<file path="config.mk">
export PLATFORM = sky130hd
export DESIGN_NAME = pe_ctrl_flat
export DESIGN_NICKNAME = d
export VERILOG_FILES = /design/src/rtl/pe_ctrl_pkg.sv /design/src/rtl/pe_ctrl_if.sv /design/src/rtl/pe_ctrl_valid_pipe.sv /design/src/rtl/pe_ctrl.sv /design/src/flat_wrapper.sv
export SDC_FILE = /design/constraint.sdc
export NUM_CORES = 1
export LEC_CHECK = 0
export BUFFER_PORTS_ARGS = -buffer_cell sky130_fd_sc_hd__buf_4
export CAP_MARGIN = 20
export CORE_ASPECT_RATIO = 1.75
export CORE_MARGIN = 5
export CORE_UTILIZATION = 50
export CTS_BUF_LIST = sky130_fd_sc_hd__clkbuf_4
export CTS_CLUSTER_DIAMETER = 100
export DETAILED_ROUTE_END_ITERATION = 10
export PLACE_DENSITY_LB_ADDON = 0.2
export SLEW_MARGIN = 20
export SYNTH_ARGS = -nofsm -noshare
export SYNTH_HDL_FRONTEND = slang
export SYNTH_SLANG_ARGS = --single-unit
</file>
<file path="constraint.sdc">
create_clock -name clk -period 2.31 [get_ports clk]
set_clock_uncertainty 0.15 [all_clocks]
set_input_delay 0.3465 -clock clk [delete_from_list [all_inputs] [get_ports clk]]
set_output_delay 0.3465 -clock clk [all_outputs]
set_load 0.01 [all_outputs]
</file>
<file path="src/rtl/pe_ctrl_pkg.sv">
// Shared types and constants for the PE-chain tile sequencer: state encoding,
// default MAC pipeline latency and the exp_bias width.
package pe_ctrl_pkg;

  localparam int MAC_LAT_DEF = 2;
  localparam int EXP_W       = 5;

  typedef enum logic [2:0] {
    ST_IDLE   = 3'd0,
    ST_LOAD_W = 3'd1,
    ST_STREAM = 3'd2,
    ST_DRAIN  = 3'd3,
    ST_DONE   = 3'd4
  } state_t;

  // Width of a counter that walks 0..n-1; never narrower than one bit.
  function automatic int cnt_width(input int n);
    return (n > 1) ? $clog2(n) : 1;
  endfunction

endpackage

</file>
<file path="src/rtl/pe_ctrl_if.sv">
// Handshake, config and status bundle between the tile DMA/buffer logic
// (master) and the PE-chain sequencer (slave).
interface pe_ctrl_if #(
  parameter int N_PE  = 4,
  parameter int ROW_W = 8
) ();

  logic                          start;
  logic                          abort;
  logic [ROW_W-1:0]              cfg_rows;
  logic [pe_ctrl_pkg::EXP_W-1:0] cfg_exp_bias;
  logic                          w_valid;
  logic                          w_ready;
  logic [N_PE-1:0]               w_sel;
  logic                          img_valid;
  logic                          img_ready;
  logic                          img_shift;
  logic [pe_ctrl_pkg::EXP_W-1:0] exp_bias;
  logic                          psum_valid;
  logic [ROW_W-1:0]              row_idx;
  logic                          busy;
  logic                          done;

  modport master (
    output start, abort, cfg_rows, cfg_exp_bias, w_valid, img_valid,
    input  w_ready, w_sel, img_ready, img_shift, exp_bias, psum_valid,
           row_idx, busy, done
  );

  modport slave (
    input  start, abort, cfg_rows, cfg_exp_bias, w_valid, img_valid,
    output w_ready, w_sel, img_ready, img_shift, exp_bias, psum_valid,
           row_idx, busy, done
  );

endinterface

</file>
<file path="src/rtl/pe_ctrl_valid_pipe.sv">
// valid_pipe: DEPTH-deep shift register that mirrors the MAC pipeline, one bit
// per in-flight image beat; tail marks a valid psum, any gates the drain exit.
module valid_pipe #(
  parameter int DEPTH = 2
) (
  input  logic clk,
  input  logic rst,
  input  logic clr,
  input  logic push,
  output logic tail,
  output logic any
);

  logic [DEPTH-1:0] line;

  // NOTE: sequential state uses non-blocking assignments so every flop samples
  // the pre-edge value of its neighbour, giving a true shift.
  always_ff @(posedge clk or negedge rst) begin
    if (!rst) begin
      line <= '0;
    end else if (clr) begin
      line <= '0;
    end else begin
      line[0] <= push;
      for (int i = 1; i < DEPTH; i++) begin
        line[i] <= line[i-1];
      end
    end
  end

  assign tail = line[DEPTH-1];
  assign any  = |line;

endmodule

</file>
<file path="src/rtl/pe_ctrl.sv">
// pe_ctrl: tile sequencer for one PE chain -- walks the weight-load enables,
// streams image beats and flags when the chain's psum_out is valid.
module pe_ctrl
  import pe_ctrl_pkg::*;
#(
  parameter int N_PE    = 4,
  parameter int MAC_LAT = MAC_LAT_DEF,
  parameter int ROW_W   = 8
) (
  input logic      clk,
  input logic      rst,
  pe_ctrl_if.slave bus
);

  localparam int CNT_W = cnt_width(N_PE);

  state_t           state, state_nxt;
  logic [CNT_W-1:0] w_cnt;
  logic [ROW_W-1:0] in_cnt;
  logic [ROW_W-1:0] rows_r;
  logic [ROW_W-1:0] row_idx_r;
  logic [EXP_W-1:0] exp_bias_r;

  logic start_ok, w_hs, img_acc;
  logic last_w, last_img, row_last;
  logic pipe_clr, pipe_tail, pipe_any;

  // A start paired with abort is dropped, so abort always wins.
  assign start_ok = (state == ST_IDLE) && bus.start && !bus.abort;
  assign w_hs     = (state == ST_LOAD_W) && bus.w_valid;
  assign img_acc  = (state == ST_STREAM) && bus.img_valid;
  assign last_w   = (w_cnt == CNT_W'(N_PE - 1));
  assign last_img = (in_cnt == rows_r - ROW_W'(1));
  assign row_last = (row_idx_r == rows_r - ROW_W'(1));
  assign pipe_clr = bus.abort && (state != ST_IDLE);

  always_comb begin
    // NOTE: default assigned first so every path drives state_nxt and no latch
    // is inferred.
    state_nxt = state;
    if (pipe_clr) begin
      state_nxt = ST_IDLE;
    end else begin
      unique case (state)
        ST_IDLE:   if (start_ok)           state_nxt = ST_LOAD_W;
        ST_LOAD_W: if (w_hs && last_w)     state_nxt = ST_STREAM;
        ST_STREAM: if (img_acc && last_img) state_nxt = ST_DRAIN;
        ST_DRAIN:  if (!pipe_any)          state_nxt = ST_DONE;
        ST_DONE:                           state_nxt = ST_IDLE;
        default:                           state_nxt = ST_IDLE;
      endcase
    end
  end

  always_ff @(posedge clk or negedge rst) begin
    if (!rst) state <= ST_IDLE;
    else      state <= state_nxt;
  end

  // Config is captured only on an accepted start; exp_bias then persists
  // through IDLE so the PEs see a stable bias between tiles.
  always_ff @(posedge clk or negedge rst) begin
    if (!rst) begin
      w_cnt      <= '0;
      in_cnt     <= '0;
      rows_r     <= '0;
      row_idx_r  <= '0;
      exp_bias_r <= '0;
    end else if (state == ST_IDLE) begin
      w_cnt     <= '0;
      in_cnt    <= '0;
      row_idx_r <= '0;
      if (start_ok) begin
        rows_r     <= (bus.cfg_rows == '0) ? ROW_W'(1) : bus.cfg_rows;
        exp_bias_r <= bus.cfg_exp_bias;
      end
    end else begin
      if (w_hs)                   w_cnt     <= w_cnt + CNT_W'(1);
      if (img_acc)                in_cnt    <= in_cnt + ROW_W'(1);
      if (pipe_tail && !row_last) row_idx_r <= row_idx_r + ROW_W'(1);
    end
  end

  valid_pipe #(
    .DEPTH (MAC_LAT)
  ) u_valid_pipe (
    .clk  (clk),
    .rst  (rst),
    .clr  (pipe_clr),
    .push (img_acc),
    .tail (pipe_tail),
    .any  (pipe_any)
  );

  assign bus.w_ready    = (state == ST_LOAD_W);
  assign bus.w_sel      = (state == ST_LOAD_W) ? (N_PE'(1) << w_cnt) : '0;
  assign bus.img_ready  = (state == ST_STREAM);
  assign bus.img_shift  = bus.img_valid && bus.img_ready;
  assign bus.exp_bias   = exp_bias_r;
  assign bus.psum_valid = pipe_tail;
  assign bus.row_idx    = row_idx_r;
  assign bus.busy       = (state != ST_IDLE);
  assign bus.done       = (state == ST_DONE);

endmodule
</file>
<file path="src/flat_wrapper.sv">
// flat-port wrapper written by rule: the top's interface ports become plain ports
module pe_ctrl_flat import pe_ctrl_pkg::*;
#(
  parameter int N_PE    = 4,
  parameter int MAC_LAT = MAC_LAT_DEF,
  parameter int ROW_W   = 8
)
  (clk, rst, bus_start, bus_abort, bus_cfg_rows, bus_cfg_exp_bias, bus_w_valid, bus_img_valid, bus_w_ready, bus_w_sel, bus_img_ready, bus_img_shift, bus_exp_bias, bus_psum_valid, bus_row_idx, bus_busy, bus_done);
  pe_ctrl_if #(.N_PE(N_PE), .ROW_W(ROW_W)) bus_i ();
  input logic clk;
  input logic rst;
  input wire logic [$bits(bus_i.start)-1:0] bus_start;
  input wire logic [$bits(bus_i.abort)-1:0] bus_abort;
  input wire logic [$bits(bus_i.cfg_rows)-1:0] bus_cfg_rows;
  input wire logic [$bits(bus_i.cfg_exp_bias)-1:0] bus_cfg_exp_bias;
  input wire logic [$bits(bus_i.w_valid)-1:0] bus_w_valid;
  input wire logic [$bits(bus_i.img_valid)-1:0] bus_img_valid;
  output wire logic [$bits(bus_i.w_ready)-1:0] bus_w_ready;
  output wire logic [$bits(bus_i.w_sel)-1:0] bus_w_sel;
  output wire logic [$bits(bus_i.img_ready)-1:0] bus_img_ready;
  output wire logic [$bits(bus_i.img_shift)-1:0] bus_img_shift;
  output wire logic [$bits(bus_i.exp_bias)-1:0] bus_exp_bias;
  output wire logic [$bits(bus_i.psum_valid)-1:0] bus_psum_valid;
  output wire logic [$bits(bus_i.row_idx)-1:0] bus_row_idx;
  output wire logic [$bits(bus_i.busy)-1:0] bus_busy;
  output wire logic [$bits(bus_i.done)-1:0] bus_done;
  assign bus_i.start = bus_start;
  assign bus_i.abort = bus_abort;
  assign bus_i.cfg_rows = bus_cfg_rows;
  assign bus_i.cfg_exp_bias = bus_cfg_exp_bias;
  assign bus_i.w_valid = bus_w_valid;
  assign bus_i.img_valid = bus_img_valid;
  assign bus_w_ready = bus_i.w_ready;
  assign bus_w_sel = bus_i.w_sel;
  assign bus_img_ready = bus_i.img_ready;
  assign bus_img_shift = bus_i.img_shift;
  assign bus_exp_bias = bus_i.exp_bias;
  assign bus_psum_valid = bus_i.psum_valid;
  assign bus_row_idx = bus_i.row_idx;
  assign bus_busy = bus_i.busy;
  assign bus_done = bus_i.done;
  pe_ctrl #(.N_PE(N_PE), .MAC_LAT(MAC_LAT), .ROW_W(ROW_W)) u_core (.clk(clk), .rst(rst), .bus(bus_i));
endmodule
</file>
==> results by group, run 1 <==
Status
  – Outcome: complete, no violations

Yosys
  – Top-count cell post-synth: dfrtp_1
  – Top post-synthesis cells by count: dfrtp_1, nor2_1, nand2_1, xnor2_1, xor2_1
  – Synth cell types: 51
  – Async SR Flop Fraction: 100%
  – Syn nets: about 250
  – Post-synth top area cell: dfrtp_1
  – Yosys warnings: 0
  – Avg Cell Area, Syn: between 9 and 10 um^2
  – Post-Synthesis Cells: approximately 220
  – Post-synthesis sequential element count: 36
  – Sequential fraction of the synthesis area: roughly 41%
  – Post-synth EDFFs: 0
  – Top-area cell type share of the netlist area: approximately two fifths
  – Top_reg_cell synth: dfrtp_1
  – Synth top area cells: dfrtp_1, xnor2_1, mux2_2
  – Synthesized area: roughly 2200 um^2

Clocking
  – Clock Tree Root: clkbuf_4
  – CTS H-tree depth: 2
  – CTS tree: done
  – CTS Buf Count: 5
  – Clock latency on the worst-skew pair: about 350 ps
  – Clock transition at the registers of the reported paths: about 120 ps
  – Clk buf depth: 2
  – CTS Sinks: 36

Floorplanning
  – # rows: 31
  – Full die area: 5820 um^2
  – I/O pins: 42
  – Starting density of the core: about half
  – Core area: 4190 um^2
  – Die span in x: 59.9 um
  – Die height: ~100 um

Drt
  – Post-DR wirelength/cell: about 15 um
  – Vias: roughly 1,900
  – Via-to-Cell Ratio: 5.57
  – Routed wire length: between 5 and 6 mm
  – Remaining antenna violation count after routing: 0
  – Drt pass-1 iters: 4
  – Post-route DRC violation count: 0
  – DR iter-0 viols: 34

Critical path
  – Max FO, Critical Path: 6
  – CP Capture Type: register
  – Critical path class: register to register
  – CP max stage delay: between 400 and 500 ps
  – Worst r2r dst: u_core.bus.row_idx[0]$_DFFE_PN0P_
  – Worst path required time: 2440 ps
  – R2R Setup Slk: ~7.9 ps
  – CP max-delay cell: dfrtp_2
  – Critical path arrival: approximately 2400 ps
  – CP Cell Sequence: nor4_4, and2_1, xnor3_1, nand4_1, buf_4, nor2_4, or4b_1, o21ai_1
  – Startpoint Class: register
  – Reg-to-reg startpoint: u_core.rows_r[3]$_DFFE_PN0P_
  – Reg2reg path depth: 8

Power
  – Overall power: 1.58 mW
  – Switch share: roughly 33%
  – Sequential Power Share: a little under half
  – Power Internal: about 1.1 mW
  – Pwr dens: approximately 570 nW/um^2
  – Logic pwr share: between 30% and 40%
  – Maximum VDD drop: ~0.49 mV
  – LEAKAGE: 1.23 nW
  – Net Switching: between 0.5 and 0.6 mW
  – Clock power share: 21.9%

Timing
  – Fin. Hold Viols: 0
  – Maximum clock frequency: approximately 430 MHz
  – Final worst slack: 7.91 ps
  – Slew Limit Headroom: 62.9%
  – Period minus WS final: 2300 ps
  – Slew Limit Fails: 0
  – RSZ-0062 raised after global routing: yes
  – Slew @ Worst Pin: 555 ps
  – Final setup viols: 0
  – Final hold slack: roughly 40 ps
  – Final worst path period share: about 100%

Place
  – GPL Wtd Cong: about 0.94
  – Setup Slack @ Placement: -8.56 ps
  – # port buffers: ~40
  – # placed instances: 321
  – Post-DP Area: 2620 um^2
  – Post-DP HPWL: 3.80 mm

Global routing
  – Total GRT Usage: 18.2%
  – Vias in the first global route: 1,899
  – First-pass GRT wire length: roughly 8.3 mm
  – Overflow after GRT: 0
  – Initial antenna violation count: 0
  – Pin count of the biggest net entering global routing: 37

Final layout
  – Final nets: ~310
  – Area grow syn2layout: 27.7%
  – Fin cells: approximately 330
  – Share of layout cells above drive strength 1: around a third
  – Ant diodes: 0
  – Fill count: between 300 and 400
  – Post-Layout Inst Area: 2780 um^2

Worst hold path
  – Hold path depth: 2
  – HP Class: primary input to register
  – Hold EP: u_core.u_valid_pipe.line[0]$_DFF_PN0_
  – Hold path start: bus_abort

Job
  – Max Cap Viol: 0
## how the worst max path moves through the flow
stage / startpoint / end / slack, ps
2_1_floorplan: u_core.bus.row_idx[4]$_DFFE_PN0P_ / u_core.bus.row_idx[4]$_DFFE_PN0P_ / 50
3_3_place_gp: u_core.rows_r[3]$_DFFE_PN0P_ / u_core.bus.row_idx[0]$_DFFE_PN0P_ / 50
3_5_place_dp: u_core.rows_r[0]$_DFFE_PN0P_ / u_core.bus.row_idx[0]$_DFFE_PN0P_ / -9
4_1_cts: u_core.rows_r[3]$_DFFE_PN0P_ / u_core.bus.row_idx[0]$_DFFE_PN0P_ / -1
5_1_grt: u_core.rows_r[3]$_DFFE_PN0P_ / u_core.bus.row_idx[0]$_DFFE_PN0P_ / -90
6_report: u_core.rows_r[3]$_DFFE_PN0P_ / u_core.bus.row_idx[0]$_DFFE_PN0P_ / 8
## logic make-up (layout without fill, tap and decap cells)
logic type	Yosys count	in the layout	synth area share, %
AND/OR/NAND/NOR	89	90	22.7
AO/OA/AOI/OAI	36	36	11.2
flip-flops	36	36	41.4
XOR/XNOR	22	22	9.49
buffers and inverters	19	79	4.03
multiplexers	13	13	6.67
adder cells (fa/ha/maj)	8	8	4.49
## power groups by stage
stage	sequential (mW)	combinational [mW]	clock, mW
2_1_floorplan	0.738	0.271	0
3_3_place_gp	0.739	0.446	0
3_5_place_dp	0.743	0.451	0
4_1_cts	0.731	0.485	0.362
5_1_grt	0.739	0.550	0.387
6_report	0.730	0.506	0.347
## worst max-delay path, delay by kind of cell (launching register included)
kind / cells / cell delay, ps
AOI/OAI and AO/OA: 1 / 80
xor gates and xnor gates: 1 / 220
buffers and inverters: 1 / 160
DFF: 1 / 470
and+or+nand+nor: 5 / 1150
## metal layers
layer | vias up | global-route usage [%] | wire length, um
li1 | 909 | - | -
met1 | 895 | 18.8 | 1840
met4 | 0 | 7.17 | 99
met5 | - | 0 | 0
met2 | 42 | 33.8 | 2850
met3 | 8 | 3.59 | 229
## sequential cells by signal, indices dropped and copies added (netlist names)
signal	count
u_core.in_cnt	8
u_core.u_valid_pipe.line	2
u_core.bus.row_idx	8
u_core.rows_r	8
u_core.state	3
u_core.w_cnt	2
u_core.bus.exp_bias	5
## timing repair
action                                 in CTS  in global routing
gates cloned                                1                  0
buffers inserted                            0                  3
gates resized for setup                     6                  9
hold buffers                                1                  0
pin swaps                                   6                 12
endpoints found under the hold margin      36                  0
setup endpoints to repair                   2                  8
## final cells by class
type	count	area, um^2	area share, %
clock buffer	5	37.5	1.35
clock inverter	3	23.8	0.856
inverter	10	37.5	1.35
multi-input combinational	169	1250	45.1
sequential	36	903	32.5
tap	49	61.3	2.21
timing repair buffer	61	460	16.6
## cells in the final DEF (no fill, tap or decap), types with 3 or more instances in the layout
cell type,instances
mux2_2,8
nand3_1,6
or3_1,4
nand4_1,5
mux2_1,4
o211ai_1,3
a31oi_1,3
xor2_1,10
and2_1,6
ha_1,6
xnor2_1,11
nor2b_1,4
nor3_1,5
and3_1,6
nand2_1,17
inv_1,8
buf_4,60
o21ai_0,5
clkbuf_4,5
dfrtp_1,34
nor2_1,17
a21oi_1,8
o21ai_1,3
## through the flow
stage	setup TNS, ps	util, %
6_report	0	66.3
5_1_grt	-454	66.3
4_1_cts	-0.969	65.1
3_5_place_dp	-8.56	62.6
3_3_place_gp	0	62.6
2_1_floorplan	0	-
No activity file was read; power rests on OpenSTA's default activity.
==> run 2, diff against run 1 <==
--- a/config.mk
+++ b/config.mk
@@ -10,7 +10,6 @@
 export CORE_ASPECT_RATIO = 1.75
 export CORE_MARGIN = 5
 export CORE_UTILIZATION = 50
-export CTS_BUF_LIST = sky130_fd_sc_hd__clkbuf_4
 export CTS_CLUSTER_DIAMETER = 100
 export DETAILED_ROUTE_END_ITERATION = 10
 export PLACE_DENSITY_LB_ADDON = 0.2
==> run 2 against run 1 <==
Against the previous run: sequential share of layout area fell by 0.10 points; sequential power barely moved; clock-buffer cell count did not move; clock power rose by 32%; fmax rose by 0.13%; sequential cell count did not move; non-clock buffer count fell by 2; register-to-register slack barely moved; core utilization rose by 0.12 points.
==> results by group, run 2 (same netlist as run 1, synthesis figures left out) <==
Clocking
  – CTS Buf Count: 5 (unchanged)
  – Clk buf depth: 2 (unchanged)
  – CTS tree: done
  – CTS H-tree depth: 2 (unchanged)
  – Clock latency on the worst-skew pair: 290 ps (-60 ps)
  – Clock transition at the registers of the reported paths: 70 ps (-50 ps)
  – Clock Tree Root: clkbuf_8
  – CTS Sinks: 36 (unchanged)

Final layout
  – Final nets: 307 (-0.65%)
  – Fill count: 364 (-0.27%)
  – Ant diodes: 0 (unchanged)
  – Fin cells: 331 (-0.60%)
  – Most frequent cells in the layout: buf_4, dfrtp_1, nor2_1, nand2_1, xnor2_1
  – Commonest non-fill, non-tap cell in the layout: buf_4
  – Area grow syn2layout: 28.0%
  – Share of layout cells above drive strength 1: 31.9% (-1.2 points)

Critical path
  – Startpoint Class: register
  – Critical path class: register to register
  – Reg2reg path depth: 7 (-1)
  – CP max-delay cell: or4b_1
  – CP Cell Sequence: or3_4, o21ai_4, and3_1, o31a_1, nor2_4, or4b_1, o21ai_1
  – Critical path arrival: 2370 ps (-60 ps)
  – CP Capture Type: register
  – Worst path required time: 2380 ps (-60 ps)
  – Max FO, Critical Path: 6 (unchanged)
  – R2R Setup Slk: 10 ps (about the same)
  – Worst r2r dst: u_core.bus.row_idx[0]$_DFFE_PN0P_
  – CP max stage delay: 460 ps (about the same)
  – Reg-to-reg startpoint: u_core.rows_r[3]$_DFFE_PN0P_

Floorplanning
  – Core area: 4190 um^2 (unchanged)
  – # rows: 31 (unchanged)
  – I/O pins: 42 (unchanged)
  – Die span in x: 59.9 um (unchanged)
  – Starting density of the core: 51.9% (unchanged)
  – Full die area: 5820 um^2 (unchanged)
  – Die height: 97.2 um (unchanged)

Place
  – Post-DP HPWL: 3.80 mm (unchanged)
  – # port buffers: 41 (unchanged)
  – # placed instances: 321 (unchanged)
  – GPL Wtd Cong: 0.939 (unchanged)

Drt
  – DR iter-0 viols: 39 (+15%)
  – Remaining antenna violation count after routing: 0 (unchanged)
  – Post-DR wirelength/cell: 14.9 um (-0.96%)
  – Drt pass-1 iters: 4 (unchanged)
  – Routed wire length: 4.95 mm (-1.6%)
  – Via-to-Cell Ratio: 5.58 (+0.28%)
  – Vias: 1,848 (-0.32%)
  – Post-route DRC violation count: 0 (unchanged)

Timing
  – RSZ-0062 raised after global routing: yes
  – Slew @ Worst Pin: 562 ps (+7.09 ps)
  – Fin. Hold Viols: 0 (unchanged)
  – Period minus WS final: 2300 ps (-2.93 ps)
  – Final setup viols: 0 (unchanged)
  – Slew Limit Fails: 0 (unchanged)
  – Slew Limit Headroom: 62.4% (-0.47 points)
  – Final hold slack: 104 ps (+63.3 ps)
  – Final worst path period share: 99.5% (-0.13 points)
  – Maximum clock frequency: 435 MHz (+0.13%)

Job
  – Max Cap Viol: 0 (unchanged)

Worst hold path
  – Hold path start: bus_abort
  – Hold EP: u_core.u_valid_pipe.line[0]$_DFF_PN0_
  – HP Class: primary input to register
  – Hold path depth: 2 (unchanged)

Global routing
  – Pin count of the biggest net entering global routing: 37 (unchanged)
  – Total GRT Usage: 18.0% (-0.24 points)
  – Vias in the first global route: 1,872 (-1.4%)
  – Overflow after GRT: 0 (unchanged)
  – Initial antenna violation count: 0 (unchanged)
  – First-pass GRT wire length: 8.20 mm (-1.7%)

Power
  – Pwr dens: 602 nW/um^2 (+5.6%)
  – LEAKAGE: 1.24 nW (+0.17%)
  – Overall power: 1.68 mW (+5.8%)
  – Maximum VDD drop: 0.680 mV (+39%)

Status
  – Outcome: complete, no violations
[run 2: cell types whose count changed in the layout (fill, tap and decap cells not counted), sizes merged]
cell,before,now
buf,60,58
[run 2: power by group]
group / internal (mW) / switching [mW] / total, mW
clock network: 0.213 / 0.243 / 0.457
registers: 0.680 / 0.0503 / 0.731
logic: 0.255 / 0.234 / 0.489
[run 2: worst max path at each step]
stage	startpoint	end	slack (ps)	cells past startpoint
floorplan	u_core.bus.row_idx[4]$_DFFE_PN0P_	u_core.bus.row_idx[4]$_DFFE_PN0P_	50	8
global placement	u_core.rows_r[3]$_DFFE_PN0P_	u_core.bus.row_idx[0]$_DFFE_PN0P_	50	8
detailed placement	u_core.rows_r[0]$_DFFE_PN0P_	u_core.bus.row_idx[0]$_DFFE_PN0P_	-9	10
CTS	u_core.rows_r[0]$_DFFE_PN0P_	u_core.bus.row_idx[4]$_DFFE_PN0P_	3	9
global route	u_core.rows_r[2]$_DFFE_PN0P_	u_core.bus.row_idx[0]$_DFFE_PN0P_	-140	9
finish	u_core.rows_r[3]$_DFFE_PN0P_	u_core.bus.row_idx[0]$_DFFE_PN0P_	10	7
[run 2: critical path: cells and delay by family (launching register included)]
family	cells	cell delay, ps
DFF	1	450
AOI/OAI and AO/OA	3	500
and+or+nand+nor	4	1110
[run 2: timing repair]
action | CTS | global route
hold endpoints to repair | 36 | 0
cloned | 0 | 1
gates resized for setup | 5 | 7
setup endpoints to repair | 2 | 9
pin swaps | 3 | 8
hold buffers | 1 | 0
setup buffers | 0 | 1
[run 2: final cells by class]
type / count / area, um^2 / share of cell area [%]
multi-input combinational: 169 / 1240 / 44.7
sequential: 36 / 902 / 32.4
timing repair buffer: 59 / 445 / 16.0
clock buffer: 5 / 68.8 / 2.47
tap: 49 / 61.3 / 2.20
inverter: 10 / 37.5 / 1.35
clock inverter: 3 / 23.8 / 0.854
[run 2: stage by stage]
| stage | TNS [ps] | utilization, % | area [um^2] | worst slack [ps] |
|---|---|---|---|---|
| global placement | 0 | 62.6 | 2620 | 46.9 |
| CTS | 0 | 65.4 | 2740 | 2.74 |
| detailed placement | -8.56 | 62.6 | 2620 | -8.56 |
| global route | -595 | 66.4 | 2780 | -135 |
| finish | 0 | 66.4 | 2780 | 10.8 |
| floorplan | 0 | - | 2170 | 51.8 |
[run 2: metal layers]
layer,GRT usage (%),routed length (um)
met5,0,0
met4,7.00,109
met3,3.59,240
met2,33.6,2770
met1,18.3,1830
==> run 3, diff against run 2 <==
--- a/config.mk
+++ b/config.mk
@@ -13,7 +13,7 @@
 export CTS_CLUSTER_DIAMETER = 100
 export DETAILED_ROUTE_END_ITERATION = 10
 export PLACE_DENSITY_LB_ADDON = 0.2
-export SLEW_MARGIN = 20
+export SLEW_MARGIN = 0
 export SYNTH_ARGS = -nofsm -noshare
 export SYNTH_HDL_FRONTEND = slang
 export SYNTH_SLANG_ARGS = --single-unit
==> constraint.sdc (replaced) <==
create_clock -name clk -period 2 [get_ports clk]
set_clock_uncertainty 0.15 [all_clocks]
set_input_delay 0.3 -clock clk [delete_from_list [all_inputs] [get_ports clk]]
set_output_delay 0.3 -clock clk [all_outputs]
set_load 0.01 [all_outputs]
==> run 3 against run 2 <==
Against the previous run: the run now ends with setup timing left; die area unchanged; cell count increased by 4.2%; worst setup slack worse by 320 ps; clock-buffer cell count rose by 2; fmax down 0.24%; clock power rose by 54%; power is 32% higher; first-iteration DRC count rose by 59%; non-clock buffer count rose by 15; combinational power is 33% higher; sequential power increased by 17%; via count grew 2.7%; critical path type unchanged.
==> results by group, run 3 (same netlist as run 1, synthesis figures left out) <==
Global routing
  – Global-route track usage on met2: 34.3% (+0.75 points)
  – Vias in the first global route: 1,907 (+1.9%)
  – Total GRT Usage: 19.1% (+1.1 points)
  – Met1 usage in global routing: 21.1% (+2.9 points)
  – Pin count of the biggest net entering global routing: 37 (unchanged)
  – First-pass GRT wire length: 8.63 mm (+5.1%)
  – Met3 GRT Util: 3.59% (unchanged)
  – Overflow after GRT: 0 (unchanged)
  – GR peak layer: met2
  – Initial antenna violation count: 0 (unchanged)

Timing
  – Fin. Hold Viols: 0 (unchanged)
  – Slew @ Worst Pin: 457 ps (-106 ps)
  – RSZ-0062 raised after global routing: yes
  – Final worst path period share: 115% (+16 points)
  – Slew Limit Headroom: 69.5% (+7.1 points)
  – Period minus WS final: 2300 ps (+5.51 ps)
  – Final worst slack: -305 ps (-316 ps)
  – Maximum clock frequency: 434 MHz (-0.24%)
  – Slew Limit Fails: 0 (unchanged)
  – Final setup viols: 9 (+9)

Clocking
  – Clock latency on the worst-skew pair: 280 ps (about the same)
  – CTS Buf Count: 5 (unchanged)
  – CTS Sinks: 36 (unchanged)
  – CTS tree: done
  – Clock transition at the registers of the reported paths: 80 ps (about the same)
  – Clk buf depth: 2 (unchanged)
  – CTS H-tree depth: 2 (unchanged)
  – Clock Tree Root: clkbuf_8

Critical path
  – Critical path class: register to register
  – Reg-to-reg startpoint: u_core.rows_r[3]$_DFFE_PN0P_
  – Critical path arrival: 2340 ps (-30 ps)
  – CP Capture Type: register
  – Worst path required time: 2030 ps (-350 ps)
  – Beginning of the critical path: u_core.rows_r[3]$_DFFE_PN0P_
  – Startpoint Class: register
  – Max FO, Critical Path: 12 (+6)

Job
  – Max Cap Viol: 0 (unchanged)

Floorplanning
  – I/O pins: 42 (unchanged)
  – # rows: 31 (unchanged)
  – Full die area: 5820 um^2 (unchanged)
  – Die height: 97.2 um (unchanged)
  – Core area: 4190 um^2 (unchanged)
  – Die span in x: 59.9 um (unchanged)
  – Starting density of the core: 51.9% (unchanged)

Drt
  – Drt pass-1 iters: 4 (unchanged)
  – Post-route DRC violation count: 0 (unchanged)
  – Remaining antenna violation count after routing: 0 (unchanged)
  – Routed wire length: 5.35 mm (+8.1%)
  – Vias: 1,898 (+2.7%)
  – DR iter-0 viols: 62 (+59%)
  – Via-to-Cell Ratio: 5.50 (-1.5%)
  – Post-DR wirelength/cell: 15.5 um (+3.7%)

Place
  – GPL Wtd Cong: 0.817 (-13%)
  – Setup Slack @ Placement: -284 ps (-276 ps)
  – # port buffers: 41 (unchanged)
  – Post-DP Area: 2740 um^2 (+4.5%)
  – Post-DP HPWL: 3.99 mm (+4.9%)

Final layout
  – Share of layout cells above drive strength 1: 39.2% (+7.3 points)
  – Most frequent cells in the layout: buf_4, dfrtp_1, nand2_1
  – Commonest non-fill, non-tap cell in the layout: buf_4
  – Area grow syn2layout: 37.3%
  – Post-Layout Inst Area: 2990 um^2 (+7.3%)
  – Ant diodes: 0 (unchanged)
  – Final nets: 321 (+4.6%)

Worst hold path
  – Hold path start: bus_cfg_exp_bias[0]
  – HP Class: primary input to register

Power
  – Pwr dens: 739 nW/um^2 (+23%)
  – LEAKAGE: 1.37 nW (+11%)
  – Maximum VDD drop: 0.596 mV (-12%)

Status
  – Failing checks: setup timing
  – Outcome: complete, but fails checks
run 3: worst paths after layout:
path                       depth (start not counted)  slack (ps)                                 end
max                                                8        -300   u_core.bus.row_idx[4]$_DFFE_PN0P_
min                                                2          80  u_core.bus.exp_bias[0]$_DFFE_PN0P_
max reg2reg                                        8        -300   u_core.bus.row_idx[4]$_DFFE_PN0P_
min reg2reg                                        1         360  u_core.bus.exp_bias[0]$_DFFE_PN0P_
max in group asynchronous                          2        1000        u_core.rows_r[2]$_DFFE_PN0P_
min in group asynchronous                          2         350   u_core.bus.row_idx[0]$_DFFE_PN0P_
run 3: per-layer routing:
layer  up-vias  routed length (um)
met2        38                3030
met1       911                2010
met4         0                 144
met5         -                   0
met3        14                 161
li1        935                   -
run 3: layout make-up:
type / count / area, um^2
Multi-Input combinational cell: 168 / 1280
Clock buffer: 7 / 96.3
Sequential cell: 36 / 905
Tap cell: 49 / 61.3
Timing Repair Buffer: 74 / 578
Inverter: 10 / 37.5
Clock inverter: 1 / 30.0
Fill cell: 312 / 1200
run 3: timing repair:
item,CTS,global route
hold endpoints to repair,36,0
setup endpoints to repair,9,9
pin swaps,4,9
gates resized for setup,8,14
buffers inserted,2,3
hold buffers,1,0
run 3: worst max-delay path, stage by stage (launching register included):
cell	delay, ps
dfrtp_2	460
nor4_4	340
buf_4	180
nand2_4	50
and3_1	170
o31a_1	330
nor2_4	240
nor4_1	90
o21a_1	180
run 3: power breakdown:
| part | total (mW) | internal [mW] | switching, mW |
|---|---|---|---|
| sequential | 0.854 | 0.788 | 0.0668 |
| combinational | 0.650 | 0.354 | 0.296 |
| clock | 0.703 | 0.440 | 0.263 |
run 3: metrics by stage:
stage          cells  power (mW)  hold WS [ps]  utilization, %  TNS, ps
6_report         345        2.21          77.1            71.3    -2100
5_1_grt          345        2.31          76.2            71.3    -3140
4_1_cts          342        2.19          64.7            69.7    -1560
3_5_place_dp     331        1.44           140            65.4    -2010
3_3_place_gp     331        1.43           141            65.4    -1420
2_1_floorplan    223        1.20          -146               -     -614
